==> src/rtl/bp_ctrl_pkg.sv <==
// rtl/bp_ctrl_pkg.sv - shared types for the branch predictor resolve controller
package bp_ctrl_pkg;

    typedef struct packed {
        logic [31:0] pc;
        logic        pred_taken;
        logic        pred_local;
        logic        pred_global;
    } bp_entry_t;

    typedef enum logic {
        RUN   = 1'b0,
        FLUSH = 1'b1
    } bp_ctrl_state_t;

endpackage

==> src/rtl/bp_inflight_fifo.sv <==
// rtl/bp_inflight_fifo.sv - in-order queue of in-flight predicted branches
module bp_inflight_fifo
    import bp_ctrl_pkg::*;
#(
    parameter int DEPTH = 4
) (
    input  logic      clk,
    input  logic      rst,
    input  logic      clear,
    input  logic      push,
    input  bp_entry_t push_entry,
    input  logic      pop,
    output bp_entry_t head,
    output logic      empty,
    output logic      full
);

    localparam int PTR_W = $clog2(DEPTH);
    localparam int CNT_W = $clog2(DEPTH + 1);

    bp_entry_t          mem [DEPTH];
    logic [PTR_W-1:0]   wr_ptr;
    logic [PTR_W-1:0]   rd_ptr;
    logic [CNT_W-1:0]   count;

    assign head  = mem[rd_ptr];
    assign empty = (count == '0);
    assign full  = (count == CNT_W'(DEPTH));

    // Entry storage; a stale slot is never observed because reads are gated by count.
    always_ff @(posedge clk) begin
        if (push && !clear) begin
            mem[wr_ptr] <= push_entry;
        end
    end

    // Pointers and occupancy; clear wins over any push/pop in the same cycle.
    always_ff @(posedge clk or negedge rst) begin
        if (!rst) begin
            wr_ptr <= '0;
            rd_ptr <= '0;
            count  <= '0;
        end else if (clear) begin
            wr_ptr <= '0;
            rd_ptr <= '0;
            count  <= '0;
        end else begin
            if (push) begin
                wr_ptr <= wr_ptr + PTR_W'(1);
            end
            if (pop) begin
                rd_ptr <= rd_ptr + PTR_W'(1);
            end
            case ({push, pop})
                2'b10:   count <= count + CNT_W'(1);
                2'b01:   count <= count - CNT_W'(1);
                default: count <= count;
            endcase
        end
    end

endmodule

==> src/rtl/bp_resolve_ctrl.sv <==
// rtl/bp_resolve_ctrl.sv - matches branch resolutions to predictions and issues predictor updates
module bp_resolve_ctrl
    import bp_ctrl_pkg::*;
#(
    parameter int DEPTH        = 4,
    parameter int FLUSH_CYCLES = 2
) (
    input  logic        clk,
    input  logic        rst,
    input  logic        fetch_br_valid,
    input  logic [31:0] fetch_pc,
    input  logic        fetch_pred_taken,
    input  logic        fetch_pred_local,
    input  logic        fetch_pred_global,
    output logic        fetch_stall,
    input  logic        ex_br_valid,
    input  logic [31:0] ex_pc,
    input  logic        ex_br_en,
    output logic        ex_stall,
    output logic        upd_valid,
    input  logic        upd_ready,
    output logic [31:0] upd_pc,
    output logic        upd_br_en,
    output logic        upd_pred_local,
    output logic        upd_pred_global,
    output logic        mispredict,
    output logic        pc_mismatch
);

    localparam int FC_W = $clog2(FLUSH_CYCLES + 1);
    localparam logic [FC_W-1:0] FC_LAST = FC_W'(FLUSH_CYCLES - 1);

    bp_ctrl_state_t  state_q, state_d;
    logic [FC_W-1:0] flush_cnt_q, flush_cnt_d;

    bp_entry_t push_entry;
    bp_entry_t head;
    logic      fifo_empty;
    logic      fifo_full;
    logic      fifo_clear;
    logic      push;
    logic      resolve_acc;
    logic      hit;
    logic      miss;
    logic      pred_wrong;

    assign push_entry = '{pc: fetch_pc, pred_taken: fetch_pred_taken,
                          pred_local: fetch_pred_local, pred_global: fetch_pred_global};

    assign ex_stall    = upd_valid && !upd_ready;
    assign resolve_acc = ex_br_valid && !ex_stall;
    assign hit         = resolve_acc && (state_q == RUN) && !fifo_empty && (ex_pc == head.pc);
    assign miss        = resolve_acc && !hit;
    assign pred_wrong  = hit && (ex_br_en != head.pred_taken);
    assign fetch_stall = (fifo_full && !hit) || (state_q == FLUSH);
    assign push        = fetch_br_valid && !fetch_stall;

    bp_inflight_fifo #(
        .DEPTH (DEPTH)
    ) u_fifo (
        .clk        (clk),
        .rst        (rst),
        .clear      (fifo_clear),
        .push       (push),
        .push_entry (push_entry),
        .pop        (hit),
        .head       (head),
        .empty      (fifo_empty),
        .full       (fifo_full)
    );

    // Recovery state register and hold-off counter.
    always_ff @(posedge clk or negedge rst) begin
        if (!rst) begin
            state_q     <= RUN;
            flush_cnt_q <= '0;
        end else begin
            state_q     <= state_d;
            flush_cnt_q <= flush_cnt_d;
        end
    end

    // Next-state: any bad resolution starts (or restarts) the hold-off and wipes the queue.
    always_comb begin
        state_d     = state_q;
        flush_cnt_d = flush_cnt_q;
        fifo_clear  = 1'b0;
        case (state_q)
            RUN: begin
                if (pred_wrong || miss) begin
                    state_d     = FLUSH;
                    flush_cnt_d = '0;
                    fifo_clear  = 1'b1;
                end
            end
            FLUSH: begin
                if (miss) begin
                    flush_cnt_d = '0;
                    fifo_clear  = 1'b1;
                end else if (flush_cnt_q == FC_LAST) begin
                    state_d = RUN;
                end else begin
                    flush_cnt_d = flush_cnt_q + FC_W'(1);
                end
            end
            default: state_d = RUN;
        endcase
    end

    // Update command register; a new load may replace a command accepted this cycle.
    always_ff @(posedge clk or negedge rst) begin
        if (!rst) begin
            upd_valid       <= 1'b0;
            upd_pc          <= '0;
            upd_br_en       <= 1'b0;
            upd_pred_local  <= 1'b0;
            upd_pred_global <= 1'b0;
        end else if (hit) begin
            upd_valid       <= 1'b1;
            upd_pc          <= head.pc;
            upd_br_en       <= ex_br_en;
            upd_pred_local  <= head.pred_local;
            upd_pred_global <= head.pred_global;
        end else if (upd_valid && upd_ready) begin
            upd_valid <= 1'b0;
        end
    end

    // Registered one-cycle status pulses.
    always_ff @(posedge clk or negedge rst) begin
        if (!rst) begin
            mispredict  <= 1'b0;
            pc_mismatch <= 1'b0;
        end else begin
            mispredict  <= pred_wrong;
            pc_mismatch <= miss;
        end
    end

endmodule

==> config.mk <==
export PLATFORM = sky130hd
export DESIGN_NAME = bp_resolve_ctrl
export DESIGN_NICKNAME = d
export VERILOG_FILES = /design/src/rtl/bp_ctrl_pkg.sv /design/src/rtl/bp_inflight_fifo.sv /design/src/rtl/bp_resolve_ctrl.sv
export SDC_FILE = /design/constraint.sdc
export NUM_CORES = 1
export LEC_CHECK = 0
export CAP_MARGIN = 40
export CORE_AREA = 2 2 142 144
export DETAILED_ROUTE_END_ITERATION = 16
export DIE_AREA = 0 0 144 146
export GPL_ROUTABILITY_DRIVEN = 0
export HOLD_SLACK_MARGIN = 0.12
export REMOVE_ABC_BUFFERS = 1
export SLEW_MARGIN = 20
export SYNTH_ARGS = -nofsm -noshare
export SYNTH_HDL_FRONTEND = slang
export SYNTH_HIERARCHICAL = 1
export SYNTH_SLANG_ARGS = --single-unit
==> constraint.sdc <==
create_clock -name clk -period 5.85 [get_ports clk]
set_input_delay 1.17 -clock clk [delete_from_list [all_inputs] [get_ports clk]]
set_output_delay 1.17 -clock clk [all_outputs]
set_load 0.01 [all_outputs]
==> results of run 1 <==
## cell usage after synthesis (all sizes together), types with 2 or more instances
| master | n | area, um2 |
|---|---|---|
| xor2 | 33 | 289 |
| nand2 | 4 | 15.0 |
| buf | 14 | 146 |
| nor2 | 10 | 37.5 |
| dfrtp | 48 | 1200 |
| edfxtp | 140 | 4200 |
| a21oi | 3 | 15.0 |
| ha | 5 | 62.6 |
| xnor2 | 6 | 52.6 |
| nor3b | 3 | 22.5 |
| mux2 | 35 | 518 |
| mux2i | 2 | 20.0 |
| nor3 | 3 | 15.0 |
| and2 | 5 | 31.3 |
| nand4 | 2 | 12.5 |
| o21ai | 4 | 20.0 |
| mux4 | 35 | 815 |
| nand2b | 3 | 18.8 |
| nor4 | 7 | 50.1 |
| inv | 5 | 21.3 |
| nor2b | 2 | 12.5 |
## routing by layer
metal	routed length (um)	vias up
li1	-	1729
met1	6870	1944
met2	7480	97
met3	691	12
met4	212	0
met5	0	-
## worst max path at each step
stage                           from                to  depth (start not counted)  slack, ps
floorplan           u_fifo/rd_ptr[0]  u_fifo/mem[0][0]                          8       -210
global route        u_fifo/rd_ptr[0]       fetch_stall                          9        0.6
finish              u_fifo/rd_ptr[0]       fetch_stall                          9        360
detailed placement  u_fifo/rd_ptr[0]   u_fifo/count[2]                         14        550
global placement    u_fifo/rd_ptr[0]   u_fifo/count[2]                         14        580
CTS                 u_fifo/rd_ptr[0]       fetch_stall                          9        230
## logic make-up after synthesis
family / Yosys count / synth area share [%]
AND/OR/NAND/NOR: 44 / 3.27
multiplexers: 72 / 17.7
flip-flops: 188 / 70.6
XOR/XNOR: 39 / 4.46
buffers and inverters: 20 / 2.24
adder cells (fa/ha/maj): 6 / 1.08
AO/OA/AOI/OAI: 9 / 0.670
## sequential cells by signal, indices dropped and copies added (netlist names), 2 cells and up
register,count
flush_cnt_q,2
u_fifo/count,3
u_fifo/mem,140
u_fifo/rd_ptr,2
u_fifo/wr_ptr,2
upd_pc,32
## layout make-up
cell class                 instances  area, um2  area share [%]
clock buffer                      21        460            4.76
clock inverter                    11        134            1.38
inverter                           5       21.3           0.220
multi-input combinational        170       2080            21.5
sequential                       188       5410            55.9
tap                              265        332            3.43
timing repair buffer             128       1240            12.8
## power groups by stage
stage / registers (mW) / clock network [mW] / logic [mW]
finish: 1.48 / 1.15 / 0.194
floorplan: 1.51 / 0 / 0.0890
global route: 1.48 / 1.23 / 0.214
CTS: 1.48 / 1.17 / 0.198
detailed placement: 1.51 / 0 / 0.197
global placement: 1.51 / 0 / 0.191
## critical path: cells and delay by family (launching register included)
kind	cells	cell delay, ps
compound gates	1	230
xor+xnor	1	180
buf+inv	3	1120
flops	1	650
mux	1	660
simple gates	3	1020
## through the flow
stage               setup TNS, ps  hold WS, ps
floorplan                  -28950          535
global route                    0          535
global placement                0          495
detailed placement              0          496
CTS                             0          511
finish                          0          507
==> impl_metrics.yaml, run 1 <==
grt:
  gr-max-usage-layer: "met2"
  grt_pass1_wl_um: 23900
  use_met3_pct: 3.95
  track_usage_pct: 15.6
  grt_antenna_before_repair: 0
  grt_util_met2_pct: 24.4
  use_met1_pct: 21.5
  grt_max_degree: 49
  overflow: 0
  first_global_vias: 4141
place:
  placed_cell_area_mm2: 0.00908
  place_ws_ps: 552
  dp_cells: 756
  portBuffers: 112
  place_hpwl_um: 10300
layout:
  post-route-util_pct: 50.0
  n_antenna_cell: 0
  fin_nets: 589
  finalNonFillerCells: 788
  final_common_cell: "edfxtp_1"
  fillers: 1603
  area_delta_synth_final_pct: 26.4
  final_cell_area_mm2: 0.00968
  mostFrequentLayoutCells: "140 x edfxtp_1, 111 x clkdlybuf4s50_1, 46 x dfrtp_1"
  drive_gt1_share_pct: 22.9
logic_synthesis:
  postSynthCellCount: 378
  syn-mean-instance-area_um2: 20.3
  async_flop_share_pct: 25.5
  synthFlopType: "edfxtp_1"
  syn_area_mm2: 0.00765
  yosys.cell_types.count: 36
  yosysSeqAreaShare_pct: 70.6
  ys_warn_count: 6
  ys_ff_latch: 188
  synth-edff-count: 140
worst_setup_path:
  crit_required_ps: 4680
  worstPathCellList: "buf_4, mux4_1, xor2_1, nor4_1, buf_4, nand4_1, or3_2, a21o_1, clkdlybuf4s50_1"
  cpPeakStageDelay_ps: 660
  r2r_slack_ps: 670
  start_kind: "flop"
  setup.worst_path.end_class: "output pin"
  arrival_ps: 4320
  path_class: "reg -> out"
  r2r_cells: 14
  critical_path_peak_fanout: 18
  worstReg2RegEnd: "u_fifo/count[2]"
  worst_path_max_delay_cell: "mux4_1"
  rr_startpoint: "u_fifo/rd_ptr[0]"
  crit_top_cell: "buf_4"
clock_network:
  cts.clk_slew.worst_paths_ps: 60
  clock_latency_ps: 440
  cts_tree: "done"
  cts_sinks: 188
  numCtsBuffers: 17
  postCtsHoldBufs: 0
  cts_max_level: 4
  post_cts_buffers: 0
  cts_resized: 0
  cts_root_buf: "clkbuf_16"
  clockBufferDepth: 2
sta:
  slew_headroom_pct: 50.3
  hold_viol: 0
  setup-violations-final: 0
  rsz0062_at_grt: "no"
  fmax_ghz: 0.182
  fin_ws_ps: 363
  drv_slew: 0
  min_period_ps: 5490
  skew_ps: 28.9
  finalCritPeriodShare_pct: 93.8
  worstMarginPinSlew_ps: 745
die:
  rows: 51
  core_area_mm2: 0.0193
  io_pins: 113
  die_x_um: 144
  die-area_mm2: 0.0210
  initial_core_util_pct: 39.6
  die_height_um: 146
route:
  wl_um: 15200
  route.detailed.drc: 0
  drt_iter0_drc: 214
  wl_per_cell_um: 19.3
  vias: 3782
  dr.pass1.iters: 4
  ant_nets: 0
  via_per_inst: 4.80
outcome:
  status: "finished clean"
hold_path:
  min_path_type: "reg -> reg"
  min_to: "upd_pc[25]"
  whs_path_depth: 1
  min_from: "upd_pc[25]"
pwr:
  vdd_ir_drop_max_mv: 0.203
  pwr-share-comb_pct: 6.9
  p_total_mw: 2.82
  p_leak_nw: 3.56
  sw_frac_of_total_pct: 21.1
  clock_power_share_pct: 40.6
  powerDensity_mw_per_mm2: 291
  p_int_mw: 2.22
  p_sw_uw: 595
  p_seq_share_pct: 52.5
run:
  maxCapViolations: 0
No activity file was read; power rests on OpenSTA's default activity.
==> run 2: changes to the inputs <==
--- a/config.mk
+++ b/config.mk
@@ -5,10 +5,11 @@
 export SDC_FILE = /design/constraint.sdc
 export NUM_CORES = 1
 export LEC_CHECK = 0
+export ABC_AREA = 1
 export CAP_MARGIN = 40
-export CORE_AREA = 2 2 142 144
+export CORE_AREA = 2 2 146 148
 export DETAILED_ROUTE_END_ITERATION = 16
-export DIE_AREA = 0 0 144 146
+export DIE_AREA = 0 0 148 150
 export GPL_ROUTABILITY_DRIVEN = 0
 export HOLD_SLACK_MARGIN = 0.12
 export REMOVE_ABC_BUFFERS = 1
==> impl_metrics.yaml, run 2 <==
sta:
  fin_ws_ps: 905
  min_period_ps: 4950
  fin_setup_tns_ps: 0
  hold_viol: 0
  drv_slew: 0
  slew_headroom_pct: 47.7
  finalCritPeriodShare_pct: 84.5
  setup-violations-final: 0
  worstMarginPinSlew_ps: 784
  fmax_ghz: 0.202
  skew_ps: 11.3
  rsz0062_at_grt: "no"
grt:
  grt_antenna_before_repair: 0
  grt_max_degree: 72
  overflow: 0
  first_global_vias: 5578
  grt_pass1_wl_um: 30500
  track_usage_pct: 18.6
layout:
  finalNonFillerCells: 1191
  final_common_cell: "nand2_1"
  largest_register_ffs: 140
  fin_nets: 982
  mostFrequentLayoutCells: "187 x nand2_1, 140 x edfxtp_1, 111 x clkdlybuf4s50_1"
  drive_gt1_share_pct: 6.00
  n_antenna_cell: 0
  top_regs: "u_fifo/mem (140), upd_pc (32), u_fifo/count (3)"
  final_cell_area_mm2: 0.0101
  top_register: "u_fifo/mem"
  area_delta_synth_final_pct: 23.8
place:
  place_ws_ps: 1130
  placed_cell_area_mm2: 0.00952
  place_hpwl_um: 12800
  portBuffers: 112
  dp_cells: 1159
logic_synthesis:
  yosysSeqAreaShare_pct: 66.4
  ys_ff_latch: 188
  synthTopCellsByArea: "edfxtp_1 52%, dfrtp_1 15%, nand2_1 8.6%"
  yosys.cell_types.count: 27
  async_flop_share_pct: 25.5
  synth-edff-count: 140
  syn-mean-instance-area_um2: 10.3
  yosysTopAreaCellShare_pct: 51.6
  synth_top_area_cell: "edfxtp_1"
  syn_area_mm2: 0.00815
  synthFlopType: "edfxtp_1"
  ys_warn_count: 6
  synth.most_common_cell: "nand2_1"
  postSynthCellCount: 789
  synthTopCellsByCount: "187 x nand2_1, 140 x edfxtp_1, 111 x nor2_1"
die:
  core_area_mm2: 0.0207
  io_pins: 113
  die_x_um: 148
  initial_core_util_pct: 39.4
  die-area_mm2: 0.0222
  rows: 53
  die_height_um: 150
hold_path:
  min_path_type: "reg -> reg"
  min_from: "flush_cnt_q[1]"
clock_network:
  post_cts_buffers: 0
  cts_max_level: 4
  cts.clk_slew.worst_paths_ps: 70
  postCtsHoldBufs: 0
  cts_resized: 0
  cts_tree: "done"
  numCtsBuffers: 17
  cts_root_buf: "clkbuf_16"
  clock_latency_ps: 440
  clockBufferDepth: 2
  cts_sinks: 188
route:
  ant_nets: 0
  vias: 5672
  dr.pass1.iters: 5
  wl_um: 19700
  wl_per_cell_um: 16.5
  via_per_inst: 4.76
  drt_iter0_drc: 484
  route.detailed.drc: 0
pwr:
  powerDensity_mw_per_mm2: 285
  vdd_ir_drop_max_mv: 0.184
  p_leak_nw: 4.09
run:
  maxCapViolations: 0
worst_setup_path:
  path_class: "reg -> out"
  start_kind: "flop"
  arrival_ps: 3780
  crit_required_ps: 4680
  rr_startpoint: "u_fifo/rd_ptr[0]"
  setup.worst_path.end_class: "output pin"
  critical_path_peak_fanout: 71
  startpoint: "u_fifo/rd_ptr[0]"
outcome:
  status: "finished clean"
run 2: cell count changes in the layout (fill, tap and decap cells not counted), sizes merged, moves of 32 or more:
cell,previous run,this run
inv,8,101
mux4,35,0
xor2,33,1
nand2,4,188
nor2,10,111
mux2,35,0
o21ai,4,102
o22ai,0,35
run 2: layout make-up:
| type | count | area, um2 |
|---|---|---|
| fillers | 1933 | 10600 |
| flip-flops and latches | 188 | 5410 |
| multi-input cells | 478 | 2200 |
| repair buffers | 123 | 1210 |
| clock buffers | 17 | 425 |
| inverters | 95 | 359 |
| well taps | 275 | 344 |
| clock inverters | 15 | 138 |
run 2: where the power goes:
part | leakage [nW] | total (mW) | internal (mW) | switching (mW)
Sequential | 1.92 | 1.50 | 1.48 | 0.0212
Clock | 0.274 | 1.11 | 0.595 | 0.519
Combinational | 1.90 | 0.262 | 0.107 | 0.155
run 2: final timing paths:
path | cells past startpoint | slack [ps] | end
setup / recovery | 13 | 900 | fetch_stall
hold / removal | 2 | 470 | flush_cnt_q[1]
setup reg to reg | 16 | 1380 | u_fifo/mem[2][18]
hold reg to reg | 2 | 470 | flush_cnt_q[1]
max in group asynchronous | 2 | 4490 | u_fifo/rd_ptr[0]
min in group asynchronous | 2 | 860 | upd_pc[0]
run 2: cell families after synthesis:
| kind of cell | count (synthesis) | share of synthesized area, % |
|---|---|---|
| xor gates and xnor gates | 9 | 0.968 |
| DFF | 188 | 66.4 |
| adders and majority gates | 6 | 1.01 |
| and+or+nand+nor | 322 | 15.4 |
| buffers and inverters | 123 | 6.97 |
| AOI/OAI and AO/OA | 141 | 9.28 |
run 2: metrics by stage:
stage | power, mW | utilization [%] | hold slack, ps
after floorplan | 1.65 | - | 442
after global placement | 1.79 | 46.0 | 459
after detailed placement | 1.79 | 46.0 | 461
after CTS | 2.90 | 48.7 | 477
after global routing | 2.99 | 48.7 | 493
final | 2.87 | 48.7 | 472
run 2: layer usage:
metal,GRT usage (%),wire length (um),vias to the layer above
li1,-,-,2860
met1,25.8,9280,2657
met2,29.5,9130,138
met3,4.05,978,17
met4,5.43,275,0
met5,0,0,-
run 2: worst max-delay path, cell delays in order, from the launching register on:
cell and delay, ps:
dfrtp_2 380, buf_4 600, o21ai_0 210, o22ai_1 240
inv_1 110, nand2_1 100, nand2_1 50, nor2_1 150
nand4_1 100, nor2_1 130, nand3_2 430, nand2_1 180
nand2_1 80, clkdlybuf4s50_1 500
